[config.mk]
export PLATFORM = sky130hd
export DESIGN_NAME = nabu_bus_responder
export DESIGN_NICKNAME = d
export VERILOG_FILES = /design/src/rtl/nabu_bus_responder_pkg.sv /design/src/rtl/nabu_bus_responder_sync2.sv /design/src/rtl/nabu_bus_responder.sv
export SDC_FILE = /design/constraint.sdc
export NUM_CORES = 1
export LEC_CHECK = 0
export CORE_ASPECT_RATIO = 1.4
export CORE_MARGIN = 1
export CORE_UTILIZATION = 40
export DETAILED_ROUTE_END_ITERATION = 10
export GPL_TIMING_DRIVEN = 0
export PLACE_DENSITY = 0.71
export SYNTH_ARGS = -nofsm -noshare
export SYNTH_HDL_FRONTEND = slang
export SYNTH_SLANG_ARGS = --single-unit
[constraint.sdc]
create_clock -name clk -period 1.95 [get_ports clk]
set_clock_uncertainty 0.15 [all_clocks]
set_input_delay 0.195 -clock clk [delete_from_list [all_inputs] [get_ports clk]]
set_output_delay 0.195 -clock clk [all_outputs]
set_load 0.05 [all_outputs]
[src/rtl/nabu_bus_responder_pkg.sv]
// Shared definitions for the NABU bus responder: register offsets, FSM states
// and the read-data mux used when a read cycle is entered.
package nabu_bus_responder_pkg;

  localparam logic [7:0] IO_BASE = 8'h40;
  localparam logic [7:0] VECTOR  = 8'hE8;

  localparam logic [1:0] STATUS   = 2'd0;
  localparam logic [1:0] TADDR_LO = 2'd1;
  localparam logic [1:0] TADDR_HI = 2'd2;
  localparam logic [1:0] CTRL     = 2'd3;

  typedef enum logic [1:0] {
    IDLE    = 2'd0,
    IORD    = 2'd1,
    INTA    = 2'd2,
    RELEASE = 2'd3
  } state_e;

  function automatic logic [7:0] reg_mux(
    input logic [1:0]  off,
    input logic        pend,
    input logic        ovf,
    input logic [15:0] taddr,
    input logic [7:0]  ctrl
  );
    logic [7:0] val;
    case (off)
      STATUS:   val = {6'b0, ovf, pend};
      TADDR_LO: val = taddr[7:0];
      TADDR_HI: val = taddr[15:8];
      default:  val = ctrl;
    endcase
    return val;
  endfunction

endpackage

[src/rtl/nabu_bus_responder_sync2.sv]
// Two-flop synchronizer for one asynchronous Z80 strobe; resets to RST_VAL so
// an idle (high) strobe does not look active coming out of reset.
module sync2 #(
  parameter logic RST_VAL = 1'b1
) (
  input  logic clk,
  input  logic reset,
  input  logic d_i,
  output logic q_o
);

  logic meta_q;
  logic sync_q;

  always_ff @(posedge clk or posedge reset) begin
    if (reset) begin
      meta_q <= RST_VAL;
      sync_q <= RST_VAL;
    end else begin
      meta_q <= d_i;
      sync_q <= meta_q;
    end
  end

  assign q_o = sync_q;

endmodule

[src/rtl/nabu_bus_responder.sv]
// Answers Z80 I/O reads and interrupt acknowledges from the trap status
// registers; captures trap events and drives /INT.
//   state   | meaning
//   IDLE    | bus not addressed, data_oe low
//   IORD    | I/O read of our block, snapshot driven
//   INTA    | interrupt acknowledge, VECTOR driven
//   RELEASE | strobe gone, read side effects applied
module nabu_bus_responder
  import nabu_bus_responder_pkg::*;
(
  input  logic        clk,
  input  logic        reset,
  input  logic [7:0]  addr,
  input  logic        rd_n,
  input  logic        iorq_n,
  input  logic        m1_n,
  input  logic [7:0]  ctrl_reg,
  input  logic        trap_event,
  input  logic [15:0] trap_addr,
  output logic [7:0]  data_out,
  output logic        data_oe,
  output logic        int_n
);

  logic rd_s, iorq_s, m1_s;

  sync2 #(.RST_VAL(1'b1)) u_sync_rd   (.clk(clk), .reset(reset), .d_i(rd_n),   .q_o(rd_s));
  sync2 #(.RST_VAL(1'b1)) u_sync_iorq (.clk(clk), .reset(reset), .d_i(iorq_n), .q_o(iorq_s));
  sync2 #(.RST_VAL(1'b1)) u_sync_m1   (.clk(clk), .reset(reset), .d_i(m1_n),   .q_o(m1_s));

  state_e      state_q;
  logic [1:0]  sel_q;
  logic        was_iord_q;
  logic [7:0]  data_out_q;
  logic        data_oe_q;
  logic        int_n_q;
  logic        pending_q, pending_d;
  logic        overflow_q, overflow_d;
  logic [15:0] taddr_q, taddr_d;

  logic       io_hit;
  logic [7:0] rd_val;
  logic       clr_pend, clr_ovf, pend_keep, ovf_keep;

  assign io_hit = !iorq_s && !rd_s && m1_s && (addr[7:2] == IO_BASE[7:2]);
  assign rd_val = reg_mux(addr[1:0], pending_q, overflow_q, taddr_q, ctrl_reg);

  always_ff @(posedge clk or posedge reset) begin
    if (reset) begin
      state_q    <= IDLE;
      sel_q      <= STATUS;
      was_iord_q <= 1'b0;
      data_out_q <= 8'h00;
      data_oe_q  <= 1'b0;
    end else begin
      case (state_q)
        IDLE: begin
          if (!iorq_s && !m1_s) begin
            state_q    <= INTA;
            was_iord_q <= 1'b0;
            data_out_q <= VECTOR;
            data_oe_q  <= 1'b1;
          end else if (io_hit) begin
            state_q    <= IORD;
            was_iord_q <= 1'b1;
            sel_q      <= addr[1:0];
            data_out_q <= rd_val;
            data_oe_q  <= 1'b1;
          end
        end
        IORD, INTA: begin
          if (iorq_s) begin
            state_q   <= RELEASE;
            data_oe_q <= 1'b0;
          end
        end
        RELEASE: state_q <= IDLE;
        default: state_q <= IDLE;
      endcase
    end
  end

  // A trap landing on the release edge wins over the clear it coincides with.
  always_comb begin
    clr_pend   = (state_q == RELEASE) && was_iord_q && (sel_q == TADDR_HI);
    clr_ovf    = (state_q == RELEASE) && was_iord_q && (sel_q == STATUS);
    pend_keep  = pending_q && !clr_pend;
    ovf_keep   = overflow_q && !clr_ovf;
    pending_d  = pend_keep;
    overflow_d = ovf_keep;
    taddr_d    = taddr_q;
    if (trap_event) begin
      if (pend_keep) begin
        overflow_d = 1'b1;
      end else begin
        pending_d = 1'b1;
        taddr_d   = trap_addr;
      end
    end
  end

  always_ff @(posedge clk or posedge reset) begin
    if (reset) begin
      pending_q  <= 1'b0;
      overflow_q <= 1'b0;
      taddr_q    <= 16'h0000;
      int_n_q    <= 1'b1;
    end else begin
      pending_q  <= pending_d;
      overflow_q <= overflow_d;
      taddr_q    <= taddr_d;
      int_n_q    <= !(pending_q && ctrl_reg[0]);
    end
  end

  assign data_out = data_out_q;
  assign data_oe  = data_oe_q;
  assign int_n    = int_n_q;

endmodule

==> results.py <==
metrics = {
    "cells_and_area": {
        "area_growth_pct": 38.5,
        "nNetsFinal": 230,
        "layoutNonFillerInstCount": 250,
        "stdcell_area_um2": 2500,
        "fillers": 380,
        "fin_util_pct": 58.5,
        "antenna_cells": 0,
        "layout-drive-gt1-share_pct": 32.1,
    },
    "routing": {
        "drcViolationCount": 0,
        "wire_per_inst_um": 15.5,
        "drt-pass1-iter-count": 5,
        "via_count": 1324,
        "dr_wl_met2_um": 2230,
        "drt-initial-drc-count": 24,
        "top_layer_used": "met4",
        "antenna_left": 0,
        "viasPerCell": 5.30,
        "wl_met1_um": 1350,
        "wl_met3_um": 192,
        "routed_wl_um": 3880,
    },
    "setup_path": {
        "startpoint_type": "register",
        "cpPeakStageDelay_ns": 0.39,
        "path_cells": "inv_1 -> ha_4 -> and2b_2 -> and3_1 -> buf_6 -> buf_4 -> a22o_1",
        "critPathKind": "reg2reg",
        "critical_path_arrival_ns": 1.91,
        "cp-end-kind": "register",
        "crit_path_max_fanout": 8,
        "cp.required_ns": 1.97,
        "cp_slowest_cell": "dfrtp_1",
        "crit_family": "buffers and inverters",
        "path_buf_inv": 3,
    },
    "synthesis": {
        "yosys.area.top_type": "dfrtp_1",
        "synth_area_per_cell_um2": 13.6,
        "synth_fa_ha_area_share_pct": 2.08,
        "ys_ff_latch": 39,
        "synth_edf_count": 0,
        "synth_cell_types": 35,
        "synth_flop_cell": "dfrtp_1",
        "yosys.area_share.simple_pct": 8.39,
        "synth-compound-area-share_pct": 14.6,
        "synthArstFlopShare_pct": 100,
        "synth_mux_area_share_pct": 17.5,
        "netlist_instances": 133,
        "yosys_warnings": 0,
        "synth_top_area_share_pct": 44.4,
        "syn_area_um2": 1810,
        "synth_common_cells": "32 x dfrtp_1, 22 x mux2_2, 7 x dfstp_2, 7 x nand2_1",
        "yosys.area_share.xor_xnor_pct": 0,
        "synth_top_family_by_area": "multiplexers",
        "synth_most_common_cell": "dfrtp_1",
        "syn_nets": 174,
        "seq_area_frac_synth_pct": 54.5,
        "synthTopCellsByArea": "dfrtp_1 44%, mux2_2 14%, dfstp_2 10%",
    },
    "floorplan": {
        "rows": 28,
        "ioPinCount": 48,
        "initial_core_util_pct": 42.2,
        "coreArea_um2": 4270,
        "die_h_um": 81.5,
        "die_width_um": 58.8,
        "die_area_um2": 4790,
    },
    "min_path": {
        "hp-class": "in2reg",
    },
    "cts": {
        "cts_tree": "yes",
        "clkLatencyLatePin_ns": 0.29,
        "cts_root_buffer": "clkbuf_8",
        "cts_inserted_buffers": 5,
        "cts_hold_buffers": 0,
        "clk_pin_slew_worst_paths_ns": 0.07,
        "cts_sinks": 39,
        "cts_buffer_depth": 2,
        "htree_levels": 2,
    },
    "power": {
        "vdd_drop_max_mv": 0.860,
        "finalPower_mw": 2.31,
        "static-leakage-power_nw": 1.10,
        "power_density_nw_per_um2": 923,
    },
    "timing": {
        "max_freq_mhz": 531,
        "slew_headroom_pct": 47.9,
        "report.final.slew_viol_count": 0,
        "worst_pin_slew_ns": 0.780,
        "setup_viol": 0,
        "setup_ws_ns": 0.0651,
        "finalCritPeriodShare_pct": 96.7,
        "hold_viol": 0,
        "period_minus_slack_ns": 1.88,
    },
    "global_route": {
        "grt_max_degree": 40,
        "antenna_found_initial": 0,
        "grt_pass1_vias": 1402,
        "overflow": 0,
        "grt_pass1_wl_um": 6320,
        "grt_usage_pct": 18.0,
    },
    "placed_design": {
        "placed_cell_area_um2": 2330,
        "portBuffers": 45,
        "post-place-ws_ns": -0.506,
        "place_inst": 238,
        "place_hpwl_um": 2850,
        "place_congestion": 0.718,
    },
    "outcome": {
        "status": "finished clean",
    },
    "run": {
        "maxCapViolations": 0,
    },
}
[layout by cell type (no fill, tap or decap), types with 2 or more instances in the layout]
cell	Yosys	layout
a21oi_1	4	4
dfrtp_1	32	32
dlygate4sd2_1	0	5
ha_1	3	2
o21ai_0	3	2
dfstp_2	7	7
clkdlybuf4s50_1	0	40
a22oi_1	5	5
clkbuf_8	0	6
mux4_2	2	2
mux2_4	0	2
a2bb2oi_2	4	4
nand2b_1	3	3
mux2_2	22	22
a22o_1	6	6
nor2b_1	2	2
nor2_1	3	3
inv_1	6	5
nand2_1	7	7
buf_4	1	7
o22ai_1	3	3
[what timing repair did]
item | 4_1_cts | 5_1_grt
buffers inserted | 4 | 2
hold endpoints to repair | 0 | 0
pin swaps | 3 | 1
setup endpoints to repair | 18 | 20
gates resized for setup | 10 | 3
[cells by family after synthesis]
group                    Yosys count
flip-flops                        39
AO/OA/AOI/OAI                     31
multiplexers                      26
AND/OR/NAND/NOR                   23
buffers and inverters             11
adder cells (fa/ha/maj)            3
[per-layer routing]
layer,track usage (%),up-vias
met4,9.29,0
met3,4.57,11
met2,33.4,48
met5,0,-
met1,18.2,660
li1,-,605
[through the flow]
stage	hold slack [ns]	TNS (ns)
final	0.0987	0
after global routing	0.111	-0.0225
after CTS	0.0948	0
after detailed placement	0.197	-10.89
after global placement	0.198	-6.16
after floorplan	0.0495	0
[registers in the layout, indices dropped and copies added, names as in the netlist]
| signal | cells |
|---|---|
| data_oe | 1 |
| data_out | 8 |
| int_n | 1 |
| overflow_q | 1 |
| pending_q | 1 |
| sel_q | 2 |
| state_q | 2 |
| taddr_q | 16 |
| u_sync_iorq.meta_q | 1 |
| u_sync_iorq.q_o | 1 |
| u_sync_m1.meta_q | 1 |
| u_sync_m1.q_o | 1 |
| u_sync_rd.meta_q | 1 |
| u_sync_rd.q_o | 1 |
| was_iord_q | 1 |
[cell type report]
type                            count  area [µm²]  area share [%]
Multi-Input combinational cell     83         790            31.6
Clock buffer                        6        82.6            3.30
Timing Repair Buffer               51         489            19.6
Buffer                              3        22.5           0.900
Inverter                            6        22.5           0.900
Sequential cell                    39         985            39.4
Clock inverter                      2        35.0            1.40
Tap cell                           60        75.1            3.00
[power breakdown]
part | internal (mW) | total (mW) | switching, mW
clock | 0.414 | 0.681 | 0.267
sequential | 0.871 | 0.916 | 0.0458
combinational | 0.339 | 0.713 | 0.374
total | 1.62 | 2.31 | 0.687
[worst paths after layout]
check | slack [ns] | startpoint | cells past startpoint | to
max | 0.07 | state_q[1] | 7 | data_out[4]
min | 0.1 | addr[1] | 2 | sel_q[1]
max reg2reg | 0.07 | state_q[1] | 7 | data_out[4]
min reg2reg | 0.21 | u_sync_rd.meta_q | 0 | u_sync_rd.q_o
max in group asynchronous | 0.94 | reset | 2 | taddr_q[8]
min in group asynchronous | 0.22 | reset | 2 | taddr_q[7]
Note: power is estimated with default switching activity, not from simulation.
